`src/rtl/alu_apb_pkg.sv`:
```
// Shared definitions for the ALU APB requester and its completer.
// - apb_state_e : requester FSM states
// - REG_*       : completer register map (word index on the APB address bus)
// - OP_CODE_*   : operation codes written into the REG_CTRL operation field
package alu_apb_pkg;

  typedef enum logic [1:0] {
    StIdle   = 2'd0,
    StSetup  = 2'd1,
    StAccess = 2'd2
  } apb_state_e;

  // Register map, kept identical on the completer side.
  localparam int unsigned REG_CTRL   = 0;
  localparam int unsigned REG_0      = 1;
  localparam int unsigned REG_1      = 2;
  localparam int unsigned REG_RES    = 3;
  localparam int unsigned REG_STATUS = 4;

  // Operation codes carried in REG_CTRL.
  localparam logic [1:0] OP_CODE_A = 2'b01;
  localparam logic [1:0] OP_CODE_B = 2'b10;

endpackage

```
`src/rtl/apb_wait_timer.sv`:
```
// Wait-state counter for the APB ACCESS phase.
// Ports:
//   clk_i, rst_ni : clock, asynchronous active-low reset
//   clr_i         : load the counter with zero (has priority over inc_i)
//   inc_i         : count one more wait state
//   expired_o     : counter sits at TimeoutCycles-1; tied low when TimeoutCycles == 0
module apb_wait_timer #(
  parameter int unsigned TimeoutCycles = 16,
  parameter int unsigned CntW          = (TimeoutCycles > 0) ? $clog2(TimeoutCycles + 1) : 1
) (
  input  logic clk_i,
  input  logic rst_ni,
  input  logic clr_i,
  input  logic inc_i,
  output logic expired_o
);

  localparam int unsigned LastVal = (TimeoutCycles > 0) ? TimeoutCycles - 1 : 0;
  localparam logic [CntW-1:0] LastCnt = CntW'(LastVal);

  logic [CntW-1:0] cnt_q, cnt_d;

  always_comb begin
    cnt_d = cnt_q;
    if (clr_i) begin
      cnt_d = '0;
    end else if (inc_i) begin
      cnt_d = cnt_q + CntW'(1);
    end
  end

  always_ff @(posedge clk_i or negedge rst_ni) begin
    if (!rst_ni) begin
      cnt_q <= '0;
    end else begin
      cnt_q <= cnt_d;
    end
  end

  assign expired_o = (TimeoutCycles != 0) && (cnt_q == LastCnt);

endmodule

```
`src/rtl/alu_apb_requester.sv`:
```
// APB requester driving the ALU register completer.
// Accepts one register command at a time on the cmd_* valid/ready channel, runs the
// APB SETUP/ACCESS phases (with wait states and an optional timeout) and returns the
// outcome on the rsp_* valid/ready channel.
// Ports:
//   clk, rst_n                      : clock, asynchronous active-low reset
//   cmd_valid/ready/write/addr/wdata: command channel from the local initiator
//   rsp_valid/ready/rdata/err/timeout: response channel back to the initiator
//   addr, sel, en, write, wdata     : APB request signals to the completer
//   ready, rdata, slv_err           : APB completer replies
module alu_apb_requester
  import alu_apb_pkg::*;
#(
  parameter int unsigned REG_NUMBER     = 5,
  parameter int unsigned APB_BUS_SIZE   = 32,
  parameter int unsigned TIMEOUT_CYCLES = 16,
  parameter int unsigned AddrW          = $clog2(REG_NUMBER)
) (
  input  logic                    clk,
  input  logic                    rst_n,
  // Command channel
  input  logic                    cmd_valid,
  output logic                    cmd_ready,
  input  logic                    cmd_write,
  input  logic [AddrW-1:0]        cmd_addr,
  input  logic [APB_BUS_SIZE-1:0] cmd_wdata,
  // Response channel
  output logic                    rsp_valid,
  input  logic                    rsp_ready,
  output logic [APB_BUS_SIZE-1:0] rsp_rdata,
  output logic                    rsp_err,
  output logic                    rsp_timeout,
  // APB requester side
  output logic [AddrW-1:0]        addr,
  output logic                    sel,
  output logic                    en,
  output logic                    write,
  output logic [APB_BUS_SIZE-1:0] wdata,
  input  logic                    ready,
  input  logic [APB_BUS_SIZE-1:0] rdata,
  input  logic                    slv_err
);

  apb_state_e state_q, state_d;

  logic                    sel_q, sel_d;
  logic                    en_q, en_d;
  logic                    write_q, write_d;
  logic [AddrW-1:0]        addr_q, addr_d;
  logic [APB_BUS_SIZE-1:0] wdata_q, wdata_d;

  logic                    rsp_valid_q, rsp_valid_d;
  logic [APB_BUS_SIZE-1:0] rsp_rdata_q, rsp_rdata_d;
  logic                    rsp_err_q, rsp_err_d;
  logic                    rsp_timeout_q, rsp_timeout_d;

  logic cmd_accept;
  logic timer_clr, timer_inc, timer_expired;

  // A pending response blocks new commands, so at most one transfer is in flight.
  assign cmd_ready  = (state_q == StIdle) && !rsp_valid_q;
  assign cmd_accept = cmd_valid && cmd_ready;

  apb_wait_timer #(
    .TimeoutCycles (TIMEOUT_CYCLES)
  ) u_wait_timer (
    .clk_i     (clk),
    .rst_ni    (rst_n),
    .clr_i     (timer_clr),
    .inc_i     (timer_inc),
    .expired_o (timer_expired)
  );

  always_comb begin
    state_d       = state_q;
    sel_d         = sel_q;
    en_d          = en_q;
    write_d       = write_q;
    addr_d        = addr_q;
    wdata_d       = wdata_q;
    rsp_valid_d   = rsp_valid_q;
    rsp_rdata_d   = rsp_rdata_q;
    rsp_err_d     = rsp_err_q;
    rsp_timeout_d = rsp_timeout_q;
    timer_clr     = 1'b0;
    timer_inc     = 1'b0;

    // Response handshake; the payload is left in place, only valid drops.
    if (rsp_valid_q && rsp_ready) begin
      rsp_valid_d = 1'b0;
    end

    unique case (state_q)
      StIdle: begin
        if (cmd_accept) begin
          addr_d    = cmd_addr;
          write_d   = cmd_write;
          wdata_d   = cmd_wdata;
          sel_d     = 1'b1;
          timer_clr = 1'b1;
          state_d   = StSetup;
        end
      end

      StSetup: begin
        en_d    = 1'b1;
        state_d = StAccess;
      end

      StAccess: begin
        if (ready) begin
          sel_d         = 1'b0;
          en_d          = 1'b0;
          rsp_valid_d   = 1'b1;
          rsp_err_d     = slv_err;
          rsp_timeout_d = 1'b0;
          rsp_rdata_d   = write_q ? '0 : rdata;
          state_d       = StIdle;
        end else if (timer_expired) begin
          sel_d         = 1'b0;
          en_d          = 1'b0;
          rsp_valid_d   = 1'b1;
          rsp_err_d     = 1'b1;
          rsp_timeout_d = 1'b1;
          rsp_rdata_d   = '0;
          state_d       = StIdle;
        end else begin
          timer_inc = 1'b1;
        end
      end

      default: begin
        sel_d   = 1'b0;
        en_d    = 1'b0;
        state_d = StIdle;
      end
    endcase
  end

  always_ff @(posedge clk or negedge rst_n) begin
    if (!rst_n) begin
      state_q       <= StIdle;
      sel_q         <= 1'b0;
      en_q          <= 1'b0;
      write_q       <= 1'b0;
      addr_q        <= '0;
      wdata_q       <= '0;
      rsp_valid_q   <= 1'b0;
      rsp_rdata_q   <= '0;
      rsp_err_q     <= 1'b0;
      rsp_timeout_q <= 1'b0;
    end else begin
      state_q       <= state_d;
      sel_q         <= sel_d;
      en_q          <= en_d;
      write_q       <= write_d;
      addr_q        <= addr_d;
      wdata_q       <= wdata_d;
      rsp_valid_q   <= rsp_valid_d;
      rsp_rdata_q   <= rsp_rdata_d;
      rsp_err_q     <= rsp_err_d;
      rsp_timeout_q <= rsp_timeout_d;
    end
  end

  assign addr        = addr_q;
  assign sel         = sel_q;
  assign en          = en_q;
  assign write       = write_q;
  assign wdata       = wdata_q;
  assign rsp_valid   = rsp_valid_q;
  assign rsp_rdata   = rsp_rdata_q;
  assign rsp_err     = rsp_err_q;
  assign rsp_timeout = rsp_timeout_q;

endmodule
```
`config.mk`:
```
export PLATFORM = sky130hd
export DESIGN_NAME = alu_apb_requester
export DESIGN_NICKNAME = d
export VERILOG_FILES = /design/src/rtl/alu_apb_pkg.sv /design/src/rtl/apb_wait_timer.sv /design/src/rtl/alu_apb_requester.sv
export SDC_FILE = /design/constraint.sdc
export NUM_CORES = 1
export LEC_CHECK = 0
export ABC_AREA = 1
export CORE_ASPECT_RATIO = 1.25
export CORE_MARGIN = 10
export CORE_UTILIZATION = 25
export DETAILED_ROUTE_END_ITERATION = 7
export SLEW_MARGIN = 20
export SYNTH_ARGS = -nofsm -noshare
export SYNTH_HDL_FRONTEND = slang
export SYNTH_SLANG_ARGS = --single-unit
```
`constraint.sdc`:
```
create_clock -name clk -period 1.4 [get_ports clk]
set_input_delay 0.42 -clock clk [delete_from_list [all_inputs] [get_ports clk]]
set_output_delay 0.42 -clock clk [all_outputs]
set_load 0.1 [all_outputs]
```
### Word level (Yosys, flattened, before mapping)

Cells that the tools add are included.

| storage, ports and cells | value |
|---|---|
| word-level logic and storage cells | 57 |
| register bits after elaboration | 80 |
| input bits | 74 |

| operators by class | value |
|---|---|
| equal/unequal tests | 5 |
| add/sub/neg operators | 1 |
| bitwise operators | 2 |
| reduce and logical (&&, ||, !) cells | 12 |
| muxes and demuxes | 26 |

Operator list:

| kind | number |
|---|---|
| 2-to-1 mux 32 bit | 3 |
| 2-to-1 mux 1 bit | 15 |
| 2-to-1 mux 5 bit | 2 |
| AND reduction 2 bit | 4 |
| 2-to-1 mux 2 bit | 3 |
| one-hot mux 1 bit (3 select lines) | 2 |
| one-hot mux 2 bit (3 select lines) | 1 |
| adder 5 x 1 -> 5 bit (second input constant) | 1 |
| == test 5 x 4 -> 1 bit (second input constant) | 1 |
| nonzero test 2 bit | 2 |
| logical AND 1 bit | 3 |
| inequality test 3 bit (second input constant) | 1 |
| AND reduction 3 bit | 1 |
| == test 2 x 1 -> 1 bit (second input constant) | 1 |
| == test 2 bit (second input constant) | 1 |
| zero test 2 bit | 1 |
| inequality test 2 bit (second input constant) | 1 |
| NOT 1 bit | 2 |
| zero test 1 bit | 1 |

### Depth between registers and ports, before layout

Gate-level depths: netlist of run 1.

| logic depth | value |
|---|---|
| word-level depth | 6 |
| gate-level depth with buffers | 11 |

### Hierarchy

From an unflattened synthesis of run 1, not the netlist that was laid out.

| unflattened totals | value |
|---|---|
| cell total of the unflattened synthesis | 357 |
| area, all modules | 3278.1 µm² |

Modules (own cells, without submodules):

| module | area each (µm²) | times used | cells each | seq. area each (µm²) |
|---|---|---|---|---|
| alu_apb_requester | 3014.1 | 1 | 326 | 1876.8 |
| apb_wait_timer | 264.0 | 1 | 31 | 125.1 |

### Worst setup path after synthesis of run 1

OpenSTA, ideal clock, no wires.

| path | value |
|---|---|
| path type | flip-flop to output port |
| start point | register rsp_valid_q, in the netlist rsp_valid |
| end point | output cmd_ready |
| cell stages (with the launch flop) | 2 |
| arrival time | 2.953 ns |
| slack | -1.973 ns |
| cell sequence | dfrtp_1 -> nor3_1 |

| on the way | value |
|---|---|
| word-level cells in the longest chain between the ends | 2 |

Ends and longest elaborated chain:

| element | RTL line | source |
|---|---|---|
| start, declared | alu_apb_requester.sv:52 | `logic rsp_valid_q, rsp_valid_d;` |
| start signal, assigned | alu_apb_requester.sv:159 | `rsp_valid_q <= rsp_valid_d;` |
| zero test 1 bit | alu_apb_requester.sv:61 | `assign cmd_ready = (state_q == StIdle) && !rsp_valid_q;` |
| logical AND 1 bit | alu_apb_requester.sv:61 |  |
| end, declared | alu_apb_requester.sv:23 | `output logic cmd_ready,` |

No other way between the ends.

### Worst setup path after layout of run 1

| path | value |
|---|---|
| start point | register u_wait_timer.cnt_q[1] |
| end point | register rsp_rdata_q[9], in the netlist rsp_rdata[9] |

| on the way | value |
|---|---|
| word-level cells in the longest chain between the ends | 3 |

Ends and longest elaborated chain:

| element | RTL line | source |
|---|---|---|
| start, declared | apb_wait_timer.sv:21 | `logic [CntW-1:0] cnt_q, cnt_d;` |
| start signal, assigned | apb_wait_timer.sv:36 | `cnt_q <= cnt_d;` |
| == test 5 x 4 -> 1 bit | apb_wait_timer.sv:40 | `assign expired_o = (TimeoutCycles != 0) && (cnt_q == LastCnt);` |
| nonzero test 2 bit (no line) | - |  |
| AND reduction 2 bit (no line) | - |  |
| end signal, assigned | alu_apb_requester.sv:160 | `rsp_rdata_q <= rsp_rdata_d;` |
| end, declared | alu_apb_requester.sv:53 | `logic [APB_BUS_SIZE-1:0] rsp_rdata_q, rsp_rdata_d;` |

No other way between the ends.
A chain may end at the register's enable or synchronous reset.

==> metrics, run 1 <==
status finished with violations; failing checks setup timing; post-synth cell types 23; antenna diode count 0; worst-case clock skew 0.00897 ns; Clock Tree Buf Depth 2; CTS clk-pin slew, worst paths 0.06 ns; crit-path leading delay family simple AND/OR/NAND/NOR gates; 1st-pass router iterations 4; first-pass GRT wire length 17200 um; WS Path Type reg2reg; Root Buffer clkbuf_16; syn nets 434; Die Footprint 17800 sq um; # IOs 148; number of synthesized flops with an enable pin 0; final worst-path cycle share 1.16; post-route ant nets 0; synth-to-layout area growth 112%; Worst Path Buf+Inv 2; Max Fanout on Critical Path 7; Yosys Warn Count 0; hold crit path type reg2reg; FP Rows 46; gpl congestion 0.718; grt ovf 0; Synth Register Bits 80; min Tclk post-route 1.62 ns; CP Data Arrival Time 1.83 ns; overall routing resource usage 0.121; drt via density 4.23; Chip Height 147 um; Final Max Slew Viols 0; Max Clk Rate 0.616 GHz; DRT iter0 DRCs 94; share of layout cells above drive strength 1 0.436; placed wire-length estimate 8060 um; Synth async-reset ratio 1.00; largest net degree at the start of global routing 35; effective utilization at floorplan 0.254; Rel. slew slack 0.789; PnR worst setup slack -0.224 ns; Avg Cell Area, Syn 8.95 sq um; RSZ-0062 raised after global routing yes; sequential share of the synthesized area 0.625; top-area cell type share of the netlist area 0.625; top post-synthesis cells by count 194 x nand2_1, 80 x dfrtp_1, 22 x o21ai_0; CTS H-Tree Depth 3; vias in the first global route 3141; endpoint class of the critical path flip-flop; # DRC 0; Clock Latency Late Sink 0.33 ns; top-count cell post-synth nand2_1; PortBufs 147; Die W 121 um; Num CTS Buffers 9; initial antenna violation count 0; critical path's slowest cell dfrtp_1; Synth area leaders dfrtp_1 63%, nand2_1 23%, o21ai_0 3.4%; setup TNS -7.51 ns; Synth Cell Area 3200 sq um; CTS sink cnt 80; CP startpoint kind flip-flop; CTS tree done; Core Box Area 12600 sq um; Max stage delay on crit path 0.39 ns; Crit path required time 1.61 ns; Mapped Cells 358; max_cap viols 0; Main synth FF type dfrtp_1; Worst Tran Pin Value 0.315 ns; cell taking the most area after synthesis dfrtp_1; # setup viols final 45; count of final hold-check violations 0; Avg WL per Cell 16.0 um; worst-path cell chain ha_4 -> nand2_4 -> nor2_4 -> ha_4 -> inv_4 -> nand2_8 -> nand2_8 -> clkbuf_16 -> nand2_2 -> o21ai_1; Post-Route WL 11400 um; Layout Utilization 0.540; nets@finish 614; via count 3011
## final timing paths
| path | depth (start not counted) | startpoint | slack [ns] | to |
|---|---|---|---|---|
| setup / recovery | 10 | u_wait_timer.cnt_q[1]$_DFFE_PN0P_ | -0.22 | rsp_rdata[9]$_DFFE_PN0P_ |
| max in group asynchronous | 3 | rst_n | 0.36 | rsp_rdata[22]$_DFFE_PN0P_ |
| hold / removal | 2 | u_wait_timer.cnt_q[3]$_DFFE_PN0P_ | 0.53 | u_wait_timer.cnt_q[3]$_DFFE_PN0P_ |
| hold reg to reg | 2 | u_wait_timer.cnt_q[3]$_DFFE_PN0P_ | 0.53 | u_wait_timer.cnt_q[3]$_DFFE_PN0P_ |
| setup reg to reg | 10 | u_wait_timer.cnt_q[1]$_DFFE_PN0P_ | -0.22 | rsp_rdata[9]$_DFFE_PN0P_ |
| min in group asynchronous | 2 | rst_n | 0.54 | rsp_rdata[30]$_DFFE_PN0P_ |
## repair_timing
item	CTS	global route
hold endpoints to repair	17	0
endpoints found under the setup margin	44	83
gates cloned	3	5
hold buffers	1	0
resized for setup	36	106
setup buffers	12	1
pin swaps	9	14
## state kept, by name, summed over array words and instances (netlist names), 2 cells and up
signal and flops:
rsp_rdata 32, wdata 32, u_wait_timer.cnt_q 5, addr 3, state_q 2
## metal layers
| layer | global-route usage | up-vias | part of all wire |
|---|---|---|---|
| met1 | 0.133 | 1422 | 0.38 |
| li1 | - | 1478 | - |
| met4 | 0.0394 | 0 | 0.011 |
| met5 | 0 | - | 0 |
| met2 | 0.195 | 102 | 0.51 |
| met3 | 0.0667 | 9 | 0.10 |
## stage by stage
step           hold WS [ns]  area (sq um)  instances  setup WS (ns)
6_report              0.526          6800        711         -0.224
5_1_grt               0.553          6800        711         -0.293
4_1_cts               0.509          6320        705         -0.246
3_5_place_dp          0.337          5770        674         -0.237
3_3_place_gp          0.336          5770        674         -0.194
2_1_floorplan         0.124          3270        358         -0.466
## logic make-up (layout without fill, tap and decap cells)
group / after synthesis / in the layout / synth area share
compound gates: 37 / 37 / 0.0606
simple gates: 211 / 212 / 0.258
fa+ha+maj: 2 / 2 / 0.00781
flops: 80 / 80 / 0.625
buf+inv: 28 / 212 / 0.0488
## layout by cell type (no fill, tap or decap), types with 12 or more instances in the layout
master and n:
buf_12 81, buf_4 18, clkbuf_16 12, clkdlybuf4s50_1 72, dfrtp_1 58, dfrtp_2 21
nand2_1 153, nand2_2 12, nand2_4 28, o21ai_2 26
## cell type report
class                      instances  area [sq um]
clock buffer                      12           246
clock inverter                     4          27.5
fill                            1082          5800
inverter                          10          42.5
multi-input combinational        251          1510
sequential                        80          2030
tap                              168           210
timing repair buffer             186          2740
## worst min-delay path: cells and delay by family (launching register included)
kind,cells,cell delay (ns)
simple gates,2,0.12
flops,1,0.37
Power of run 1 is left out: the tool's default activity adds up to more than one toggle a clock period on the data nets, which glitch-free logic cannot reach.
==> run 2: changes to the inputs <==
--- a/config.mk
+++ b/config.mk
@@ -5,7 +5,7 @@
 export SDC_FILE = /design/constraint.sdc
 export NUM_CORES = 1
 export LEC_CHECK = 0
-export ABC_AREA = 1
+export ABC_AREA = 0
 export CORE_ASPECT_RATIO = 1.25
 export CORE_MARGIN = 10
 export CORE_UTILIZATION = 25
==> run 2 against run 1 <==
Against the previous run: cell area shrank 1.9%; clock skew is essentially flat; the flow still finishes with violations (setup timing); global-route usage grew 0.51 points; routed wire length shrank 2.1%; highest routed layer unchanged; critical endpoint is now u_wait_timer.cnt_q[3]$_DFFE_PN0P_; final cell count shrank 11%; via count shrank 7.4%; utilization shrank 1.1 points; sequential share of layout area grew 0.22 points.
==> metrics, run 2 <==
status finished with violations (unchanged); failing checks setup timing (unchanged); # setup viols final 81 (was 45); Core Box Area 12600 sq um (unchanged); drt via density 4.42 (was 4.23); Mapped Cells 273 (was 358); highest-count cells in the layout ignoring fill and taps 84 x buf_12, 78 x dfrtp_1, 71 x clkdlybuf4s50_1, 50 x o21ai_0, 38 x nand2_1 (was 153 x nand2_1, 81 x buf_12, 72 x clkdlybuf4s50_1, 58 x dfrtp_1, 28 x nand2_4); grt ovf 0 (unchanged); antenna diode count 0 (unchanged); Main synth FF type dfrtp_1 (unchanged); overall routing resource usage 0.126 (was 0.121); Die W 121 um (about the same); Root Buffer clkbuf_16 (unchanged); via count 2788 (was 3011); Post-Route WL 11200 um (was 11400 um); vias in the first global route 3147 (was 3141); Yosys Warn Count 0 (unchanged); WS Path Type reg2reg (unchanged); Avg Cell Area, Syn 11.7 sq um (was 8.95 sq um); post-route ant nets 0 (unchanged); FF-to-FF path depth 6 (was 10); CTS sink cnt 80 (unchanged); Crit path required time 1.65 ns (was 1.61 ns); placed wire-length estimate 8040 um (was 8060 um); synth-to-layout area growth 109% (was 112%); crit path from u_wait_timer.cnt_q[1]$_DFFE_PN0P_ (unchanged); hold crit path type in2async (was reg2reg); initial antenna violation count 0 (unchanged); share of layout cells above drive strength 1 0.402 (was 0.436); FP Rows 46 (unchanged); CTS clk-pin slew, worst paths 0.06 ns (about the same); Clock Latency Late Sink 0.33 ns (about the same); Layout Utilization 0.529 (was 0.540); 1st-pass router iterations 4 (unchanged); PnR worst setup slack -0.472 ns (was -0.224 ns); max_cap viols 0 (unchanged); RR Startpoint u_wait_timer.cnt_q[1]$_DFFE_PN0P_ (unchanged); setup TNS -26.66 ns (was -7.51 ns); number of synthesized flops with an enable pin 0 (unchanged); # hold bufs at CTS 0 (was 1); final worst-path cycle share 1.34 (was 1.16); top-count cell post-synth dfrtp_1 (was nand2_1); Chip Height 146 um (was 147 um); Clock Tree Buf Depth 2 (unchanged); RSZ-0062 raised after global routing yes (unchanged); PortBufs 147 (unchanged); endpoint class of the critical path flip-flop (unchanged); Rel. slew slack 0.722 (was 0.789); Final Max Slew Viols 0 (unchanged); CP Data Arrival Time 2.13 ns (was 1.83 ns); reg2reg setup slack -0.47 ns (was -0.22 ns); largest net degree at the start of global routing 38 (was 35); DRT iter0 DRCs 101 (was 94); worst-case clock skew 0.00858 ns (was 0.00897 ns); Max Clk Rate 0.534 GHz (was 0.616 GHz); commonest non-fill, non-tap cell in the layout buf_12 (was nand2_1); count of final hold-check violations 0 (unchanged); min Tclk post-route 1.87 ns (was 1.62 ns); CTS H-Tree Depth 3 (unchanged); Avg WL per Cell 17.7 um (was 16.0 um); Die Footprint 17700 sq um (was 17800 sq um); R2R Path End u_wait_timer.cnt_q[3]$_DFFE_PN0P_ (was rsp_rdata[9]$_DFFE_PN0P_); gpl congestion 0.768 (was 0.718); Synth Register Bits 80 (unchanged); post-synth cell types 24 (was 23); Synth Cell Area 3200 sq um (about the same); # IOs 148 (unchanged); first-pass GRT wire length 17800 um (was 17200 um); CTS tree done (unchanged); syn nets 349 (was 434); Synth async-reset ratio 1.00 (unchanged); top post-synthesis cells by count 80 x dfrtp_1, 69 x o21ai_0, 40 x nand2_1 (was 194 x nand2_1, 80 x dfrtp_1, 22 x o21ai_0); effective utilization at floorplan 0.254 (about the same); Num CTS Buffers 9 (unchanged); nets@finish 535 (was 614); # DRC 0 (unchanged); cell taking the most area after synthesis dfrtp_1 (unchanged); sequential share of the synthesized area 0.626 (was 0.625); Worst Tran Pin Value 0.417 ns (was 0.315 ns); Synth area leaders dfrtp_1 63%, mux2_2 12%, o21ai_0 11% (was dfrtp_1 63%, nand2_1 23%, o21ai_0 3.4%); Max Fanout on Critical Path 2 (was 7); CP startpoint kind flip-flop (unchanged); top-area cell type share of the netlist area 0.626 (was 0.625)
-- run 2: cell types whose count changed after synthesis, sizes merged, moves of 4 or more --
cell    delta
clkbuf    +10
o21ai     +33
nor2       -4
buf       -11
a21oi      +6
nand2    -155
mux2      +35
inv        -5
-- run 2: logic make-up (layout without fill, tap and decap cells) --
family	count (synthesis)	count (layout)	synth area share
multiplexers	36	36	0.126
flip-flops	80	80	0.626
buffers and inverters	22	212	0.0352
XOR/XNOR	1	1	0.00274
adder cells (fa/ha/maj)	2	2	0.00783
AO/OA/AOI/OAI	76	76	0.120
AND/OR/NAND/NOR	56	56	0.0818
-- run 2: layout make-up --
cell class,instances,area [sq um]
Multi-Input combinational cell,171,1300
Sequential cell,80,2010
Inverter,5,31.3
Fill cell,1036,5930
Timing Repair Buffer,192,2810
Clock inverter,3,67.6
Tap cell,168,210
Clock buffer,12,246
-- run 2: worst max-delay path by stage --
stage / endpoint / slack, ns / depth (start not counted)
2_1_floorplan: u_wait_timer.cnt_q[3]$_DFFE_PN0P_ / -0.51 / 6
3_3_place_gp: wdata[29]$_DFFE_PN0P_ / -0.71 / 5
3_5_place_dp: wdata[27]$_DFFE_PN0P_ / -0.74 / 5
4_1_cts: u_wait_timer.cnt_q[3]$_DFFE_PN0P_ / -0.53 / 6
5_1_grt: u_wait_timer.cnt_q[1]$_DFFE_PN0P_ / -0.54 / 8
6_report: u_wait_timer.cnt_q[3]$_DFFE_PN0P_ / -0.47 / 6
-- run 2: what timing repair did --
action | 4_1_cts | 5_1_grt
pin swaps | 10 | 6
buffers inserted | 19 | 4
endpoints found under the setup margin | 82 | 84
cloned | 4 | 0
resized for setup | 52 | 26
hold endpoints to repair | 0 | 0
-- run 2: metal layers --
layer | global-route usage | vias to the layer above | routed length, um
met2 | 0.198 | 113 | 5310
met4 | 0.0352 | 0 | 111
met1 | 0.145 | 1357 | 4500
met3 | 0.0694 | 9 | 1230
met5 | 0 | - | 0
li1 | - | 1309 | -
-- run 2: metrics by stage --
step | hold slack, ns | cell area (sq um) | setup slack, ns | std cells
final | 0.0211 | 6670 | -0.472 | 631
after global routing | 0.0228 | 6670 | -0.535 | 631
after CTS | 0.0150 | 6690 | -0.529 | 635
after detailed placement | 0.378 | 5930 | -0.743 | 599
after global placement | 0.379 | 5930 | -0.714 | 599
after floorplan | 0.124 | 3300 | -0.510 | 273
-- run 2: critical path, stage by stage, from the launching register on --
cell,delay (ns)
dfrtp_1,0.39
ha_2,0.19
and3_4,0.15
ha_4,0.15
or4b_4,0.48
or3_1,0.32
a21oi_1,0.13
Power of run 2 is left out for the same reason.
